**src/rtl/sa3_tile_sequencer.sv**
```systemverilog
// Loads one 3x3 filter and one 4x4 tile from a byte stream, runs the 3x3 systolic
// engine until done (or timeout), then streams the four 2x2 results out with valid/ready.
`default_nettype none

module sa3_tile_sequencer #(
  parameter int TIMEOUT_CYC = 32,
  parameter int TO_W        = 6
) (
  input  logic         clk,
  input  logic         rst,
  input  logic         in_valid,
  input  logic [7:0]   in_data,
  output logic         in_ready,
  output logic [127:0] a_bus,
  output logic [71:0]  b_bus,
  output logic         active_sa3,
  input  logic         done_sa3,
  input  logic [7:0]   c11,
  input  logic [7:0]   c12,
  input  logic [7:0]   c21,
  input  logic [7:0]   c22,
  output logic         out_valid,
  output logic [7:0]   out_data,
  input  logic         out_ready,
  output logic         out_last,
  output logic         err_timeout
);

  localparam logic [1:0] S_LOAD  = 2'd0;
  localparam logic [1:0] S_RUN   = 2'd1;
  localparam logic [1:0] S_DRAIN = 2'd2;

  logic [1:0]      state;
  logic [1:0]      state_nxt;
  logic [4:0]      byte_cnt;
  logic [TO_W-1:0] to_cnt;
  logic [1:0]      drain_idx;
  logic [7:0]      res [4];

  logic accept;
  logic handshake;
  logic to_hit;

  assign accept    = in_valid && in_ready;
  assign handshake = out_valid && out_ready;
  assign to_hit    = (to_cnt == TO_W'(TIMEOUT_CYC - 1));

  always_ff @(posedge clk or posedge rst) begin
    if (rst) state <= S_LOAD;
    else     state <= state_nxt;
  end

  // done_sa3 takes priority over an expiring timeout on the same edge
  always_comb begin
    state_nxt = state;
    case (state)
      S_LOAD:  if (accept && byte_cnt == 5'd24) state_nxt = S_RUN;
      S_RUN: begin
        if (done_sa3)    state_nxt = S_DRAIN;
        else if (to_hit) state_nxt = S_LOAD;
      end
      S_DRAIN: if (handshake && drain_idx == 2'd3) state_nxt = S_LOAD;
      default: state_nxt = S_LOAD;
    endcase
  end

  always_comb begin
    in_ready   = (state == S_LOAD) && !rst;
    active_sa3 = (state == S_RUN);
  end

  always_ff @(posedge clk or posedge rst) begin
    if (rst) begin
      byte_cnt    <= '0;
      to_cnt      <= '0;
      drain_idx   <= '0;
      a_bus       <= '0;
      b_bus       <= '0;
      out_valid   <= 1'b0;
      out_data    <= '0;
      out_last    <= 1'b0;
      err_timeout <= 1'b0;
      for (int i = 0; i < 4; i++) res[i] <= '0;
    end else begin
      err_timeout <= (state == S_RUN) && !done_sa3 && to_hit;

      if (state == S_RUN && !done_sa3 && !to_hit) to_cnt <= to_cnt + 1'b1;
      else                                        to_cnt <= '0;

      if (accept) begin
        for (int i = 0; i < 9; i++)
          if (byte_cnt == 5'(i)) b_bus[i*8 +: 8] <= in_data;
        for (int i = 0; i < 16; i++)
          if (byte_cnt == 5'(i + 9)) a_bus[i*8 +: 8] <= in_data;
        byte_cnt <= (byte_cnt == 5'd24) ? 5'd0 : byte_cnt + 5'd1;
      end

      if (state == S_RUN && done_sa3) begin
        res[0] <= c11;
        res[1] <= c12;
        res[2] <= c21;
        res[3] <= c22;
      end

      // drain_idx names the result currently presented on out_data
      if (state == S_DRAIN) begin
        if (!out_valid) begin
          out_valid <= 1'b1;
          out_data  <= res[drain_idx];
          out_last  <= (drain_idx == 2'd3);
        end else if (handshake) begin
          if (drain_idx == 2'd3) begin
            out_valid <= 1'b0;
            out_last  <= 1'b0;
            drain_idx <= '0;
          end else begin
            drain_idx <= drain_idx + 2'd1;
            out_data  <= res[drain_idx + 2'd1];
            out_last  <= (drain_idx == 2'd2);
          end
        end
      end
    end
  end

endmodule

`default_nettype wire

```
**config.mk**
```make
export PLATFORM = sky130hd
export DESIGN_NAME = sa3_tile_sequencer
export DESIGN_NICKNAME = d
export VERILOG_FILES = /design/src/rtl/sa3_tile_sequencer.sv
export SDC_FILE = /design/constraint.sdc
export NUM_CORES = 1
export LEC_CHECK = 0
export BUFFER_PORTS_ARGS = -buffer_cell sky130_fd_sc_hd__buf_2
export CORE_ASPECT_RATIO = 0.5
export CORE_MARGIN = 1
export CORE_UTILIZATION = 45
export CTS_CLUSTER_SIZE = 28
export DETAILED_ROUTE_END_ITERATION = 8
export PLACE_DENSITY = 0.69
export SKIP_CTS_REPAIR_TIMING = 1
export SYNTH_ARGS = -nofsm -noshare
export SYNTH_HDL_FRONTEND = slang
export SYNTH_SLANG_ARGS = --single-unit
```
**constraint.sdc**
```tcl
create_clock -name clk -period 11 [get_ports clk]
set_input_delay 1.1 -clock clk [delete_from_list [all_inputs] [get_ports clk]]
set_output_delay 1.1 -clock clk [all_outputs]
set_load 0.005 [all_outputs]
```
; ---- After elaboration in Yosys (flattened, before gate mapping)
; Index checks and enable logic that the tools add are counted.
[classes]
add_sub_neg = 3
magnitude_cmp = 2
n_eq_ne = 34
muxes = 23
bitwise_logic = 2
n_reduce_logical = 43
[op_table]
columns = operator, count
row1 = 8-bit two-way mux, 7
row2 = 2-bit AND reduction, 26
row3 = 5-bit equality test (second input constant), 9
row4 = 5-bit by 4-bit equality test with 1-bit output (second input constant), 8
row5 = 8-bit binary-select mux with 2-bit select, 2
row6 = 5-bit by 3-bit equality test with 1-bit output (second input constant), 4
row7 = 5-bit by 2-bit equality test with 1-bit output (second input constant), 2
row8 = 2-bit two-way mux, 5
row9 = 1-bit logical AND, 9
row10 = 3-bit AND reduction, 3
row11 = 6-bit by 1-bit adder with 6-bit output (second input constant), 1
row12 = 2-bit equality test (second input constant), 3
row13 = 6-bit by 5-bit equality test with 1-bit output (second input constant), 1
row14 = 3-bit greater-or-equal comparator (second input constant), 2
row15 = 1-bit two-way mux, 6
row16 = 6-bit two-way mux, 1
row17 = 2-bit != test (second input constant), 3
row18 = 2-bit NOT with 3-bit output, 2
row19 = 2-bit case mux with 3 select lines, 1
row20 = 5-bit by 1-bit adder with 5-bit output (second input constant), 1
row21 = 5-bit by 1-bit equality test with 1-bit output (second input constant), 1
row22 = 5-bit zero test, 1
row23 = 5-bit two-way mux, 1
row24 = 1-bit zero test, 3
row25 = other kinds (5), 5
[word_totals]
ff_bits = 258
in_bits = 45
output_inout_bits = 213
word_cells = 144

; ---- Longest topological paths before layout
; Gate-level depths: netlist of run 1.
[depth]
ltp_word = 8
depth_mapped = 9
ltp_nobuf = 6

; ---- Least setup slack after synthesis of run 1
; Ideal clock, no wire load.
[synth_timing]
kind = in2reg
from = input port rst
to = register a_bus[24]
setup_ps = 125
arrival_time_ps = 2550
required_time_ps = 10875
path_slack_ps = 8325
path_stages = 6
n_path_buf = 2
cell_sequence = nor4b_2 and3_1 clkbuf_1 and3_1 buf_2 mux2_2
[synth_between]
elab_chain_len = 4
[synth_lines]
columns = element, line_no
row1 = "start, declared", 10  ; input logic rst,
row2 = 1-bit zero test (no line), n/a
row3 = 1-bit logical AND, 68  ; in_ready = (state == S_LOAD) && !rst;
row4 = 1-bit logical AND, 44  ; assign accept = in_valid && in_ready;
row5 = 2-bit AND reduction (no line), n/a
row6 = "end signal, assigned by index", 94  ; if (byte_cnt == 5'(i + 9)) a_bus[i*8 +: 8] <= in_data;
row7 = "end, declared", 14  ; output logic [127:0] a_bus,
; No other way between the ends.
; A chain may end at the register's enable or synchronous reset.

==> metrics.txt, run 1 <==
Leakage roughly 6.9 nW; Critical-path top delay cell buf_4; post-synthesis instance total 716; crit end category async pin; die area ~24000 µm²; CP required 11.54 ns; WHS around 0.46 ns; Synth warnings 0; Iteration-0 DRC Markers between 300 and 400; crit path time final roughly 3.0 ns; nature of the critical path startpoint input port; failing checks DRC; drt wl/cell 19.67 µm; FF+latch count, synth roughly 260; Final Hold Viols 0; Main synth FF type dfrtp_1; Cell Area, Synth roughly 10000 µm²; worst rel slew slack between 20 and 30%; CP most frequent cell buf_4; Num CTS Buffers 24; Post-Syn Nets about 770; ANT cells 0; clock slew at reported path FFs about 0.060 ns; clock latency on the worst-skew pair between 0.5 and 0.6 ns; std cell rows 39; crit-path max cell delay 0.86 ns; sequential fraction of the synthesis area roughly 62%; status finished with violations; final setup fails 0; Synth area leader dfrtp_1; clock buffer depth 3; PwrDens 229.8 nW/µm²; post-DP HPWL roughly 17 mm; Period Utilization, post-route 27.33%; ys async rst share 100.0%; overall power 2.956 mW; Hold Crit Start to_cnt[0]; post-synth top area share about three fifths; DRT Wirelength approximately 25 mm; CP max FO between 100 and 150; PortBufs between 200 and 300; most frequent cells in the layout dfrtp_1, buf_2, mux2_2, mux2i_1; CTS Sinks about 260; I/O pins about 260; EDFF count, synth 0; CP Class in -> async; Die W between 200 and 250 µm; Final Util 56.33%; Residual DRC 3; max-cap violations 0; core area between 20000 and 25000 µm²; pin count of the biggest net entering global routing ~120; Via Count between 6000 and 7000; Setup crit start rst; root buf cell clkbuf_16; H-tree levels 1; fin. max-slew vios 0; nets 1015; total track usage roughly a fifth; Final Cell Area between 10000 and 15000 µm²; drt first pass iters 6; commonest non-fill, non-tap cell in the layout dfrtp_1; CP Cell Sequence buf_2, inv_8, buf_4, buf_4; FMAX around 0.33 GHz; initial antenna violation count 0; share of cells above drive strength 1 a little under three fifths; placed cell area around 12000 µm²; setup TNS 0 ns; Yosys cell types 40; worst vdd ir 0.1344 mV; unrepaired setup endpoints after global routing no; GPL Wtd Cong ~0.77; arrival time of the worst setup path about 3.6 ns; syn_area_per_cell 14.65 µm²; total congestion overflow 0; worst hold path type reg -> reg; actual slew at the worst max-slew pin about 1.1 ns; Initial Util 45.92%; global-route wire length before repair 38.09 mm; RR Startpoint drain_idx[0]; dominant cells by area after synthesis dfrtp_1, mux2_2, mux2i_1, clkbuf_1, ha_1; area grow syn2layout 22.66%; vias in the first global route 6513; vias per cell 5.194; Clock Skew between 0.007 and 0.008 ns; Post-DRT Antenna Nets 0; die height between 100 and 150 µm; Filler cells around 1900; CTS tree done
## layout make-up
type                            count  area [µm²]  area share [%]
Clock buffer                       32       681.9           5.301
Clock inverter                     10       152.6           1.187
Inverter                            6       30.03          0.2334
Multi-Input combinational cell    412        3850           29.93
Sequential cell                   258        6456           50.19
Tap cell                          307       384.1           2.986
Timing Repair Buffer              260        1309           10.17
## power breakdown
group          total (mW)  internal [mW]  switching (mW)
Sequential           1.37           1.19           0.181
Combinational       0.701          0.391           0.310
Clock               0.886          0.529           0.358
## state kept, by name, indices dropped and copies added, names as in the netlist
signal	count
byte_cnt	5
out_valid	1
a_bus	128
err_timeout	1
b_bus	72
drain_idx	2
out_data	8
state	2
out_last	1
res	32
to_cnt	6
## cell families after synthesis
kind of cell,after synthesis,share of synthesized area [%]
AOI/OAI and AO/OA,40,2.231
xor gates and xnor gates,4,0.3341
adders and majority gates,8,0.9545
buffers and inverters,46,1.730
DFF,258,61.56
muxes,264,28.01
and+or+nand+nor,96,5.178
## Yosys cell counts, types with 2 or more instances
cell and instances:
nand2_1 18, nor2_1 25, ha_1 8, xnor2_1 2, o21ai_0 8, buf_1 5, a31oi_1 2, nor3_1 3
buf_2 7, o22ai_1 15, nand3_2 7, mux2i_1 28, and3_1 7, dfrtp_1 258, mux2_2 235, nand3_1 6
nand2_2 2, nand2b_1 8, nor2b_1 6, inv_1 6, xor2_1 2, a221oi_1 2, and4_1 2, a21oi_1 11
clkbuf_1 28
## per-layer routing
metal | track usage [%] | wire length (µm) | share of wire [%]
met1 | 28.00 | 11350 | 45
met3 | 4.952 | 1168 | 4.6
met2 | 34.42 | 12360 | 49
met5 | 0 | 0 | 0
met4 | 4.196 | 400 | 1.6
## worst max-delay path: cells and delay by family
kind / cells / cell delay, ns
buffers and inverters: 4 / 2.35
## stage by stage
step	setup slack, ns	instances
6_report	7.993	1285
5_1_grt	7.518	1285
4_1_cts	7.847	1285
3_5_place_dp	7.291	1243
3_3_place_gp	7.373	1243
2_1_floorplan	2.802	716
## worst paths after layout
check	to	slack, ns	cells after the start
hold reg to reg	to_cnt[0]	0.46	1
setup reg to reg	out_data[3]	8.41	5
setup / recovery	a_bus[47]	7.99	4
hold / removal	to_cnt[0]	0.46	1
max in group clk	a_bus[90]	8.29	5
min in group asynchronous	a_bus[1]	0.75	2
Note: power is estimated with default switching activity, not from simulation.
==> run 2: changes to the inputs <==
Settings changed: ABC_AREA set to 1.
Clock period 11 ns to 2.8 ns, I/O delays scaled along.
==> metrics.txt, run 2 <==
ANT cells 0; commonest non-fill, non-tap cell in the layout nand2_1; die area 24210 µm²; vias in the first global route roughly 8700; GPL Wtd Cong 0.8778; sequential fraction of the synthesis area roughly 61%; core area roughly 23000 µm²; most frequent cells after synthesis nand2_1, dfrtp_1, o21ai_0; total congestion overflow 0; std cell rows 39; syn_area_per_cell 8.754 µm²; status finished with violations; failing checks hold timing; Post-DRT Antenna Nets 0; worst vdd ir around 0.54 mV; nature of the critical path startpoint register; DRT Wirelength 30.97 mm; post-synth top area share roughly 61%; H-tree levels 1; Period Utilization, post-route 76.16%; multi-input logic area between 3000 and 4000 µm²; actual slew at the worst max-slew pin 1.013 ns; most frequent cells in the layout nand2_1, dfrtp_1, buf_2, o21ai_0, nand3_1; crit end category register; Leakage 7.260 nW; Worst R2R Path Depth 6; PwrDens about 1000 nW/µm²; CP required 3.22 ns; CTS tree done; clock slew at reported path FFs 0.07 ns; worst path bufs/invs 2; arrival time of the worst setup path between 2 and 3 ns; worst hold path type in -> reg; final setup fails 0; fin. max-slew vios 0; WHS -0.007604 ns; Hold Crit Depth 3; Critical-path top delay cell dfrtp_1; Final Util 56.85%; ys async rst share 100.0%; Yosys cell types 26; pin count of the biggest net entering global routing 175; Post-Syn Nets 1264; post-DP HPWL approximately 21 mm; PortBufs between 200 and 300; post-route worst setup slack approximately 0.67 ns; Synth area leader dfrtp_1; Cell Area, Synth around 11000 µm²; FMAX 0.4690 GHz; clock latency on the worst-skew pair 0.55 ns; Register Area 6456 µm²; worst rel slew slack about 32%; global-route wire length before repair a little under 50 mm; die height 110.5 µm; EDFF count, synth 0; nets 1511; CP Class reg -> reg; total number of cells along the worst setup path 6; Die W ~220 µm; total track usage roughly a quarter; crit path time final ~2.1 ns; Filler cells 2102; crit-path max cell delay about 0.66 ns; max-cap violations 0; CP Cell Sequence ha_1, inv_1, o21ai_1, inv_1, nand2_1, nand2_1; Residual DRC 0; Final Hold Viols 6; largest registers a_bus x128, b_bus x72, res x32; setup TNS 0 ns; post-synthesis instance total ~1200; FF+latch count, synth 258; area grow syn2layout 23.24%; Num CTS Buffers 24; share of cells above drive strength 1 23.17%; pre-CTS WS 0.7370 ns; CTS Sinks 258; clock buffer depth 3; Initial Util around 46%; CP max FO 14; Biggest register a_bus; initial antenna violation count 0; Main synth FF type dfrtp_1; max reg flops 128; Iteration-0 DRC Markers a little over 800; Synth warnings 0; I/O pins approximately 260; Via Count 9124; CP top delay family flip-flops; drt wl/cell between 15 and 20 µm; drt first pass iters 6; unrepaired setup endpoints after global routing no; dominant cells by area after synthesis dfrtp_1, nand2_1, o21ai_0, nand3_1, clkbuf_1; overall power 13.08 mW; most frequent cell after synthesis nand2_1; root buf cell clkbuf_16; Clock Skew 0.02138 ns; vias per cell 5.117
run 2: cell types whose count changed after synthesis, sizes merged, moves of 11 or more:
cell | before | now
mux2i | 28 | 0
mux2 | 236 | 0
nand2 | 20 | 547
clkbuf | 28 | 44
nand3 | 13 | 95
o21ai | 8 | 144
o22ai | 15 | 1
nor3 | 4 | 15
inv | 6 | 39
run 2: layout make-up:
type	instances	share of cell area, %
Timing Repair Buffer	281	11.53
Multi-Input combinational cell	853	28.68
Clock inverter	14	1.082
Inverter	40	1.197
Clock buffer	30	5.152
Tap cell	307	2.940
Sequential cell	258	49.42
run 2: logic make-up after synthesis:
group | synth area share (%)
AOI/OAI and AO/OA | 7.011
DFF | 60.90
xor gates and xnor gates | 0.08263
adders and majority gates | 0.9442
buffers and inverters | 4.107
and+or+nand+nor | 26.96
run 2: worst reg2reg max path, cell delays in order, from the launching register on:
cell and delay, ns:
dfrtp_1 0.66, ha_1 0.26, inv_1 0.07, o21ai_1 0.50, inv_1 0.32, nand2_1 0.15
nand2_1 0.05
run 2: stage by stage:
| stage | instances | hold slack, ns | instance area (µm²) |
|---|---|---|---|
| floorplan | 1211 | 0.4246 | 10660 |
| global placement | 1728 | 0.3970 | 12140 |
| detailed placement | 1728 | 0.4026 | 12140 |
| CTS | 1772 | -0.1739 | 12950 |
| global route | 1783 | 0.002029 | 13070 |
| finish | 1783 | -0.007604 | 13070 |
run 2: final timing paths:
check | endpoint | startpoint | slack [ns]
setup / recovery | out_data[1] | drain_idx[1] | 0.67
hold / removal | res[6] | c22[6] | -0.008
setup reg to reg | out_data[1] | drain_idx[1] | 0.67
hold reg to reg | b_bus[15] | b_bus[15] | 0.48
max in group asynchronous | res[12] | rst | 1.14
min in group asynchronous | a_bus[6] | rst | 0.39
run 2: report_power, final:
group	internal [mW]	switching, mW	total (mW)
combinational	1.59	2.19	3.78
sequential	5.04	0.859	5.90
clock	1.90	1.49	3.40
run 2: metal layers:
metal | GRT usage [%] | up-vias | share of wire, %
li1 | - | 4346 | -
met1 | 34.94 | 4437 | 43
met2 | 42.13 | 289 | 48
met3 | 4.959 | 52 | 6.4
met4 | 6.667 | 0 | 2.4
met5 | 0 | - | 0
